[src/rtl/dpi_pkt_dispatcher_pkg.sv]
// Shared definitions for the DPI packet dispatcher.
//   state_e     : dispatcher FSM states
//   N_STREAMS   : number of stream slots in the flow-key table
//   STREAM_ID_W : width of a stream slot index
//   WAIT_CYCLES : cycles between matcher state restore and the first character
package dpi_pkt_dispatcher_pkg;

  localparam int N_STREAMS   = 64;
  localparam int STREAM_ID_W = 6;
  localparam int WAIT_CYCLES = 2;

  typedef enum logic [2:0] {
    IDLE,
    LOOKUP,
    LOAD,
    WAIT,
    STREAM,
    DRAIN,
    EOP,
    RESULT
  } state_e;

endpackage

[src/rtl/dpi_stream_table.sv]
// Flow-key table: maps a packet's flow key onto one of N_STREAMS stream slots.
// A lookup request compares key_in against every valid entry in parallel.
// On a hit the matching slot is returned; on a miss the lowest free slot is
// allocated, or the round-robin victim when the table is full. The response
// (rsp_vld pulse, rsp_hit, rsp_new, rsp_index) appears one cycle after the
// request; rsp_hit/rsp_new/rsp_index then hold until the next request.
//   clk, rst   : clock, synchronous active-high reset
//   lookup_req : one-cycle lookup strobe
//   key_in     : flow key to look up (valid with lookup_req)
//   rsp_vld    : response strobe, one cycle after lookup_req
//   rsp_hit    : key was already present
//   rsp_new    : slot was freshly allocated
//   rsp_index  : stream slot for the key
module dpi_stream_table
  import dpi_pkt_dispatcher_pkg::*;
#(
  parameter int KEY_W = 32
) (
  input  logic                   clk,
  input  logic                   rst,
  input  logic                   lookup_req,
  input  logic [KEY_W-1:0]       key_in,
  output logic                   rsp_vld,
  output logic                   rsp_hit,
  output logic                   rsp_new,
  output logic [STREAM_ID_W-1:0] rsp_index
);

  // NOTE: key storage has no reset; an entry is meaningless until its valid
  // bit is set, so only the valid bits are cleared.
  logic [KEY_W-1:0]       key_mem [N_STREAMS];
  logic [N_STREAMS-1:0]   vld_q, vld_d;
  logic [STREAM_ID_W-1:0] victim_q, victim_d;
  logic [STREAM_ID_W-1:0] index_q, index_d;
  logic                   hit_q, hit_d;
  logic                   new_q, new_d;
  logic                   rsp_vld_q, rsp_vld_d;

  logic                   any_hit, any_free;
  logic [STREAM_ID_W-1:0] hit_idx, free_idx;

  // Parallel compare and free-slot search. Scanning from the top down lets the
  // lowest index win.
  always_comb begin
    any_hit  = 1'b0;
    any_free = 1'b0;
    hit_idx  = '0;
    free_idx = '0;
    for (int i = N_STREAMS - 1; i >= 0; i--) begin
      if (vld_q[i] && (key_mem[i] == key_in)) begin
        any_hit = 1'b1;
        hit_idx = STREAM_ID_W'(i);
      end
      if (!vld_q[i]) begin
        any_free = 1'b1;
        free_idx = STREAM_ID_W'(i);
      end
    end
  end

  // NOTE: every variable gets a default before any branch, so no path leaves
  // one unassigned and no latch is inferred.
  always_comb begin
    vld_d     = vld_q;
    victim_d  = victim_q;
    index_d   = index_q;
    hit_d     = hit_q;
    new_d     = new_q;
    rsp_vld_d = 1'b0;
    if (lookup_req) begin
      rsp_vld_d = 1'b1;
      if (any_hit) begin
        index_d = hit_idx;
        hit_d   = 1'b1;
        new_d   = 1'b0;
      end else begin
        hit_d = 1'b0;
        new_d = 1'b1;
        if (any_free) begin
          index_d = free_idx;
        end else begin
          // Table full: evict the victim; the pointer wraps at N_STREAMS.
          index_d  = victim_q;
          victim_d = victim_q + 1'b1;
        end
        vld_d[index_d] = 1'b1;
      end
    end
  end

  // NOTE: sequential state is updated only with non-blocking assignments so
  // every flop samples the values from before the clock edge.
  always_ff @(posedge clk) begin
    if (rst) begin
      vld_q     <= '0;
      victim_q  <= '0;
      index_q   <= '0;
      hit_q     <= 1'b0;
      new_q     <= 1'b0;
      rsp_vld_q <= 1'b0;
    end else begin
      vld_q     <= vld_d;
      victim_q  <= victim_d;
      index_q   <= index_d;
      hit_q     <= hit_d;
      new_q     <= new_d;
      rsp_vld_q <= rsp_vld_d;
    end
  end

  always_ff @(posedge clk) begin
    if (lookup_req && !any_hit) begin
      key_mem[index_d] <= key_in;
    end
  end

  assign rsp_vld   = rsp_vld_q;
  assign rsp_hit   = hit_q;
  assign rsp_new   = new_q;
  assign rsp_index = index_q;

endmodule

[src/rtl/dpi_pkt_dispatcher.sv]
// DPI packet dispatcher: accepts a byte stream of packets, assigns each packet
// a stream slot from its flow key, restores the regex matchers for that slot,
// forwards the bytes, and returns the per-matcher fired flags as a result.
//   clk, rst          : clock, synchronous active-high reset
//   in_data/in_vld/in_sop/in_eop/in_key, in_ready : upstream byte stream
//   cfg_enable        : per-matcher enable, captured when matchers are loaded
//   load_state        : pulse telling matchers to restore slot state
//   stream_id         : stream slot of the current packet
//   new_stream_id     : slot was freshly allocated (matchers start at state 0)
//   char_in/char_in_vld : registered byte stream to the matchers
//   eop               : packet-end pulse to the matchers
//   enable            : captured cfg_enable, held for the packet
//   fired             : per-matcher match flags
//   res_vld/res_ready/res_stream/res_fired : result handshake
module dpi_pkt_dispatcher
  import dpi_pkt_dispatcher_pkg::*;
#(
  parameter int N_REGEX   = 16,
  parameter int KEY_W     = 32,
  parameter int MATCH_LAT = 2
) (
  input  logic                   clk,
  input  logic                   rst,
  input  logic [7:0]             in_data,
  input  logic                   in_vld,
  input  logic                   in_sop,
  input  logic                   in_eop,
  input  logic [KEY_W-1:0]       in_key,
  output logic                   in_ready,
  input  logic [N_REGEX-1:0]     cfg_enable,
  output logic                   load_state,
  output logic [STREAM_ID_W-1:0] stream_id,
  output logic                   new_stream_id,
  output logic [7:0]             char_in,
  output logic                   char_in_vld,
  output logic                   eop,
  output logic [N_REGEX-1:0]     enable,
  input  logic [N_REGEX-1:0]     fired,
  output logic                   res_vld,
  input  logic                   res_ready,
  output logic [STREAM_ID_W-1:0] res_stream,
  output logic [N_REGEX-1:0]     res_fired
);

  localparam logic [7:0] WAIT_LAST  = 8'(WAIT_CYCLES - 1);
  localparam logic [7:0] DRAIN_LAST = 8'(MATCH_LAT - 1);

  state_e                 state_q, state_d;
  logic [7:0]             cnt_q, cnt_d;
  logic [KEY_W-1:0]       key_q, key_d;
  logic                   first_q, first_d;
  logic [7:0]             char_in_q, char_in_d;
  logic                   char_vld_q, char_vld_d;
  logic [N_REGEX-1:0]     enable_q, enable_d;
  logic [STREAM_ID_W-1:0] res_stream_q, res_stream_d;
  logic [N_REGEX-1:0]     res_fired_q, res_fired_d;
  logic [15:0]            err_cnt_q, err_cnt_d;

  logic                   in_ready_c, load_state_c, eop_c, res_vld_c;
  logic                   lookup_req, err_inc;
  logic                   tbl_rsp_vld, tbl_hit, tbl_new;
  logic [STREAM_ID_W-1:0] tbl_index;

  dpi_stream_table #(
    .KEY_W (KEY_W)
  ) u_table (
    .clk        (clk),
    .rst        (rst),
    .lookup_req (lookup_req),
    .key_in     (key_q),
    .rsp_vld    (tbl_rsp_vld),
    .rsp_hit    (tbl_hit),
    .rsp_new    (tbl_new),
    .rsp_index  (tbl_index)
  );

  always_comb begin
    state_d      = state_q;
    cnt_d        = cnt_q;
    key_d        = key_q;
    first_d      = first_q;
    char_in_d    = char_in_q;
    char_vld_d   = 1'b0;
    enable_d     = enable_q;
    res_stream_d = res_stream_q;
    res_fired_d  = res_fired_q;
    err_cnt_d    = err_cnt_q;
    in_ready_c   = 1'b0;
    load_state_c = 1'b0;
    eop_c        = 1'b0;
    res_vld_c    = 1'b0;
    lookup_req   = 1'b0;
    err_inc      = 1'b0;

    case (state_q)
      IDLE: begin
        if (in_vld) begin
          if (in_sop) begin
            // Latch the key but leave the sop byte pending for STREAM.
            key_d   = in_key;
            state_d = LOOKUP;
          end else begin
            // A byte outside any packet is swallowed and counted.
            in_ready_c = 1'b1;
            err_inc    = 1'b1;
          end
        end
      end
      LOOKUP: begin
        lookup_req = 1'b1;
        state_d    = LOAD;
      end
      LOAD: begin
        if (tbl_rsp_vld) begin
          load_state_c = 1'b1;
          enable_d     = cfg_enable;
          first_d      = 1'b1;
          cnt_d        = '0;
          state_d      = WAIT;
        end
      end
      WAIT: begin
        if (cnt_q == WAIT_LAST) begin
          cnt_d   = '0;
          state_d = STREAM;
        end else begin
          cnt_d = cnt_q + 8'd1;
        end
      end
      STREAM: begin
        in_ready_c = 1'b1;
        if (in_vld) begin
          char_in_d  = in_data;
          char_vld_d = 1'b1;
          first_d    = 1'b0;
          if (in_sop && !first_q) err_inc = 1'b1;
          if (in_eop) state_d = DRAIN;
        end
      end
      DRAIN: begin
        // Give the matchers MATCH_LAT cycles to fold in the last character.
        if (cnt_q == DRAIN_LAST) begin
          cnt_d   = '0;
          state_d = EOP;
        end else begin
          cnt_d = cnt_q + 8'd1;
        end
      end
      EOP: begin
        eop_c        = 1'b1;
        res_fired_d  = fired & enable_q;
        res_stream_d = tbl_index;
        state_d      = RESULT;
      end
      RESULT: begin
        res_vld_c = 1'b1;
        if (res_ready) state_d = IDLE;
      end
      default: state_d = IDLE;
    endcase

    if (err_inc && (err_cnt_q != 16'hFFFF)) err_cnt_d = err_cnt_q + 16'd1;
  end

  always_ff @(posedge clk) begin
    if (rst) begin
      state_q      <= IDLE;
      cnt_q        <= '0;
      key_q        <= '0;
      first_q      <= 1'b0;
      char_in_q    <= '0;
      char_vld_q   <= 1'b0;
      enable_q     <= '0;
      res_stream_q <= '0;
      res_fired_q  <= '0;
      err_cnt_q    <= '0;
    end else begin
      state_q      <= state_d;
      cnt_q        <= cnt_d;
      key_q        <= key_d;
      first_q      <= first_d;
      char_in_q    <= char_in_d;
      char_vld_q   <= char_vld_d;
      enable_q     <= enable_d;
      res_stream_q <= res_stream_d;
      res_fired_q  <= res_fired_d;
      err_cnt_q    <= err_cnt_d;
    end
  end

  // State-decoded strobes are forced low while reset is held so nothing is
  // accepted or issued during the reset cycle itself.
  assign in_ready      = in_ready_c   & ~rst;
  assign load_state    = load_state_c & ~rst;
  assign eop           = eop_c        & ~rst;
  assign res_vld       = res_vld_c    & ~rst;
  assign stream_id     = tbl_index;
  assign new_stream_id = tbl_new & ~tbl_hit;
  assign char_in       = char_in_q;
  assign char_in_vld   = char_vld_q;
  assign enable        = enable_q;
  assign res_stream    = res_stream_q;
  assign res_fired     = res_fired_q;

endmodule

[config.mk]
export PLATFORM = sky130hd
export DESIGN_NAME = dpi_pkt_dispatcher
export DESIGN_NICKNAME = d
export VERILOG_FILES = /design/src/rtl/dpi_pkt_dispatcher_pkg.sv /design/src/rtl/dpi_stream_table.sv /design/src/rtl/dpi_pkt_dispatcher.sv
export SDC_FILE = /design/constraint.sdc
export NUM_CORES = 2
export LEC_CHECK = 0
export BUFFER_PORTS_ARGS = -buffer_cell sky130_fd_sc_hd__buf_2
export CAP_MARGIN = 20
export CORE_AREA = 2 2 499 551
export DETAILED_ROUTE_END_ITERATION = 16
export DIE_AREA = 0 0 501 553
export GPL_TIMING_DRIVEN = 0
export SKIP_CTS_REPAIR_TIMING = 1
export SYNTH_ARGS = -nofsm -noshare
export SYNTH_HDL_FRONTEND = slang
export SYNTH_HIERARCHICAL = 1
export SYNTH_SLANG_ARGS = --single-unit
[constraint.sdc]
create_clock -name clk -period 6.35 [get_ports clk]
set_input_delay 1.27 -clock clk [delete_from_list [all_inputs] [get_ports clk]]
set_output_delay 1.27 -clock clk [all_outputs]
set_load 0.05 [all_outputs]
---- Yosys cells after proc, flatten, opt, wreduce, memory -nomap -nowiden ----
Memories as Yosys holds them, arrays and structs flattened.
Index checks and enable logic that the tools add are counted.
operators by class
  add/subtract/negate cells ............... 2
  magnitude comparators ................... 2
  equality and inequality tests ........... 80
  muxes and demuxes ....................... 289
  bitwise gates (word level) .............. 12
  reductions and logical operators ........ 78
operator list
  operator                                                                       count
  32-bit equality test                                                           64
  6-bit 2-to-1 mux                                                               133
  1-bit 2-to-1 mux                                                               142
  1-bit logical AND                                                              66
  64-bit OR                                                                      1
  3-bit 2-to-1 mux                                                               8
  3-bit one-hot mux with 8 select lines                                          1
  16-bit AND                                                                     1
  8-bit 2-to-1 mux                                                               2
  8-bit one-hot mux with 2 select lines                                          1
  2-bit inequality test (second input constant)                                  7
  3-bit equality test (second input constant)                                    4
  8-bit by 1-bit adder with 8-bit output (second input constant)                 1
  8-bit by 1-bit equality test with 1-bit output (second input constant)         1
  2-bit AND reduction                                                            4
  8-bit AND reduction                                                            1
  6-bit by 7-bit less-than comparator with 1-bit output (second input constant)  1
  6-bit by 1-bit adder with 6-bit output (second input constant)                 1
  1-bit demux with 6-bit select                                                  1
  3-bit by 2-bit equality test with 1-bit output (second input constant)         2
  6-bit by 1-bit >= comparator with 1-bit output (second input constant)         1
  3-bit AND reduction                                                            2
  1-bit AND                                                                      5
  1-bit inverter                                                                 5
  other kinds (7)                                                                8
storage, ports and cells
  bits in registers ....................... 169
  RAM bits ................................ 2,048
  bits of input ports ..................... 78
  output and inout bits ................... 58
  logic and storage cells ................. 478
  memories ................................ 1
memories
  memory           words  width  rd ports  clocked after memory_dff  wr ports  RTL line                source
  u_table.key_mem  64     32     64        0                         1         dpi_stream_table.sv:31  logic [KEY_W-1:0] key_mem [N_STREAMS];

---- Longest topological paths before layout ----
  depth in word-level cells ............... 73
  gate-level depth with buffers ........... 21
  gate-level depth less buffers ........... 15

---- Hierarchy ----
Netlist, hierarchy kept.
by module, submodules not included
  module              times used  cells an instance  area an instance (sq um)  sequential area each (sq um)
  dpi_stream_table    1           5,800              91,129.9                  63,080.5
  dpi_pkt_dispatcher  1           431                3,392.0                   1,801.7

---- Worst setup path after synthesis ----
No wires, ideal clock.
  kind .................................... flip-flop to flip-flop
  start point ............................. register key_q[31]
  end point ............................... memory u_table.key_mem[34][0], enable pin
  library setup time ...................... 463 ps
  arrival time ............................ 6,328 ps
  required time ........................... 5,887 ps
  path slack .............................. -442 ps
  stages on the path, launching flop included .. 17
  buffers on the path ..................... 3
  period minus slack after synthesis ...... 6,792 ps
  cell sequence ........................... dfxtp_1 > buf_4 > buf_4 > xnor2_1 > nand4_1 > nor4_1 > nand4_1 > or4_1 > nand4_1 > nor4b_1 > nand2_1 > o221ai_1 > a32o_1 > nor2_2 > buf_4 > nand2_1 > nor3_1
between the ends
  longest elaborated chain between the ends .. 70
  elaborated cells between the ends (all ways) .. 262
  classes of those cells .................. eq/ne: 64; mux: 132; reduce/logical: 66
ends and longest elaborated chain
  what                                    RTL line                   source
  start, declared                         dpi_pkt_dispatcher.sv:50   logic [KEY_W-1:0] key_q, key_d;
  start signal, assigned                  dpi_pkt_dispatcher.sv:180  key_q <= key_d;
  32-bit equality test                    dpi_stream_table.sv:50     if (vld_q[i] && (key_mem[i] == key_in)) begin
  1-bit logical AND                       dpi_stream_table.sv:50
  1-bit 2-to-1 mux (64 in a row)          dpi_stream_table.sv:50
  1-bit zero test                         dpi_stream_table.sv:112    if (lookup_req && !any_hit) begin
  1-bit logical AND                       dpi_stream_table.sv:112
  1-bit 2-to-1 mux                        dpi_stream_table.sv:112
  1-bit 2-to-1 mux (not written as such)  dpi_stream_table.sv:113    key_mem[index_d] <= key_in;
  end, declared                           dpi_stream_table.sv:31
Parallel ways exist; a longest one is shown, timed or not.

---- Final worst setup path ----
  start point ............................. register key_q[12]
  end point ............................... memory u_table.key_mem[28][12], enable pin
Same word-level chain as after synthesis.

==> reports/results.ini <==
[die]
die_area_sq_um=277000
io_pins=136
rows=201
die_x_microns=501
die_h_microns=553
design.core.area_sq_um=271000
start_util=0.348

[global_route]
antenna_found_initial=37
grt_max_degree=43
grt_pass1_wl_microns=486000
grtUsageTotal=0.258
grt_pass1_vias=56000
overflow=0

[worst_setup_path]
critPathSlowestCell=or3_1
worstSetupStartpointType=flip-flop
max_stage_delay_ns=0.56
crit_top_cell=buf_6
cp.required_ns=6.91
crit_path_cell_trace=buf_16 > buf_6 > buf_6 > buf_6 > buf_6 > xnor2_1 > nand4_1 > nor3_1 > nand3_1 > nand4_1 > nor3_2 > nand4_1 > or3_1 > buf_2 > o221ai_2 > nand2_2 > or3_1 > clkinvlp_4 > buf_16
cp_top_family=simple AND/OR/NAND/NOR gates
endpoint_kind=flip-flop
crit_type=flip-flop to flip-flop
crit_fanout=26
arrival_ns=7.07
critPathBufInv=8

[yosys]
synth_seq_area_share=0.686
synth_enable_flop_cells=2048
ys_async_sr_fraction=0
synth_cells=6231
syn_area_per_cell_sq_um=15.2
synth_area_sq_um=94500
yosysUniqueCellTypes=92
synth_nets=6312
ys_ff_latch=2217
yosys_warnings=6
ys.flop_type=edfxtp_1

[min_path]
hold_path_class=flip-flop to flip-flop

[clock_tree]
clock_sinks=2217
numCtsBuffers=226
cts_tree=yes
clk_path_buf_depth=3
clk_latency_ns=0.89
clkTransAtPathRegs_ns=0.06
root_buffer=clkbuf_16
h-tree-depth=4

[sta]
min_period_over_period=1.03
finalSetupViolCount=663
fmaxAchievable_ghz=0.154
fin_skew_ns=0.0357
slew_viol_final=0
tns_ns=-37.61
hold_viol=0
max-slew-margin-rel=0.317
rsz0062_at_grt=true
period_needed_ns=6.51
setup_ws_ns=-0.163
tightest_slew_ns=1.02

[finish]
multi_input_area_sq_um=28000
fillerInstances=24100
area_growth_pct=19.0
nets=6971
drive_gt1_frac=0.163
post-route-util=0.415
final_common_cell=edfxtp_1
seq_area_sq_um=65000
layout_common_cells=edfxtp_1 (2048), xnor2_1 (1604), xor2_1 (434), nand4_1 (434), nand2_1 (232)

[outcome]
violations=setup timing
status=complete, but fails checks

[placed_design]
dp_hpwl_microns=221000
port_buffers=135
place_congestion=0.949

[flow_run]
maxCapViolCount=0

[detailed_routing]
drc=0
antenna_left=0
routed_wl_microns=381000
wl_per_cell_microns=35.8
viasPerCell=5.78
vias=61400
first_pass_iters=6
dr.first_iter.drc_count=11500

[power]
power_per_cell_area_nw_per_um2=278
power_uw=31300
irDropWorstVdd_mv=0.261
leakagePower_uw=0.0366

## cells by family (layout without fill, tap and decap cells)
family,count (synthesis),in the layout,share of synthesized area
and+or+nand+nor,1315,1346,0.0757
xor gates and xnor gates,2041,2041,0.189
buffers and inverters,362,1172,0.0286
muxes,1,1,0.000106
adders and majority gates,3,3,0.000397
other,0,9,0
DFF,2217,2217,0.686
AOI/OAI and AO/OA,292,292,0.0194
## metal layers
metal,track usage,vias to the layer above,part of all wire
met5,0,-,0.00017
met2,0.413,4678,0.45
met4,0.131,8,0.063
met3,0.0525,981,0.12
met1,0.331,31700,0.36
li1,-,24100,-
## sequential cells by signal, summed over array words and instances, names as in the netlist
signal,flops
res_stream,6
cnt_q,8
enable,16
u_table/rsp_index,6
state_q,3
key_q,32
u_table/vld_q,64
u_table/rsp_vld,1
char_in,8
u_table/key_mem,2048
u_table/victim_q,6
u_table/rsp_new,1
char_in_vld,1
res_fired,16
u_table/rsp_hit,1
## metrics by stage
step / setup slack [ns] / cells / hold slack (ns) / cell area [sq um]
final: -0.163 / 10600 / 0.450 / 112000
after global routing: -0.119 / 10600 / 0.469 / 112000
after CTS: -2.40 / 10400 / 0.450 / 109000
after detailed placement: -2.36 / 10000 / 0.441 / 102000
after global placement: -7.82 / 9918 / 0.437 / 99700
after floorplan: 0.0191 / 6231 / 0.432 / 94500
## report_power, final
group	total [uW]	internal (uW)	switching [uW]	leakage, uW
combinational	2390	715	1680	0.0118
clock	12900	7190	5710	0.00341
sequential	16000	15900	51.8	0.0214
## cell type report
type | instances | share of cell area
sequential | 2217 | 0.578
multi-input combinational | 3683 | 0.249
clock buffer | 294 | 0.0531
timing repair buffer | 408 | 0.0456
tap | 3552 | 0.0395
buffer | 266 | 0.0225
clock inverter | 116 | 0.00883
inverter | 88 | 0.00304
antenna | 9 | 0.000200
## final timing paths
kind                start                      end  slack (ns)  cells past startpoint
min reg2reg  res_fired[4]             res_fired[4]        0.45                      2
max             key_q[12]  u_table/key_mem[28][12]       -0.16                     19
max reg2reg     key_q[12]  u_table/key_mem[28][12]       -0.16                     19
min          res_fired[4]             res_fired[4]        0.45                      2
## cell usage after synthesis (13+ instances only)
library cell	count	share of area
clkbuf_1	34	0.0014
a21oi_1	131	0.0069
nand2_1	234	0.0093
nand3_1	132	0.0070
a31oi_1	13	0.00086
edfxtp_1	2048	0.65
nand2b_1	13	0.00086
nor3_1	61	0.0032
buf_6	112	0.013
nor2_1	161	0.0064
o22ai_1	29	0.0019
o21ai_0	42	0.0022
dfxtp_1	169	0.036
buf_4	95	0.0075
xnor2_1	1604	0.15
nand4_1	434	0.029
buf_2	20	0.0011
or4_1	31	0.0025
nor4_1	158	0.010
xor2_1	434	0.040
inv_1	85	0.0034
or3_1	15	0.00099
## worst register-to-register path, cell delays in order, from the launching register on
cell and delay (ns):
dfxtp_4 0.38, buf_16 0.23, buf_6 0.38, buf_6 0.35, buf_6 0.42, buf_6 0.31
xnor2_1 0.14, nand4_1 0.10, nor3_1 0.09, nand3_1 0.23, nand4_1 0.24, nor3_2 0.44
nand4_1 0.28, or3_1 0.38, buf_2 0.21, o221ai_2 0.53, nand2_2 0.35, or3_1 0.56
clkinvlp_4 0.35, buf_16 0.22
Note: power is estimated with default switching activity, not from simulation.
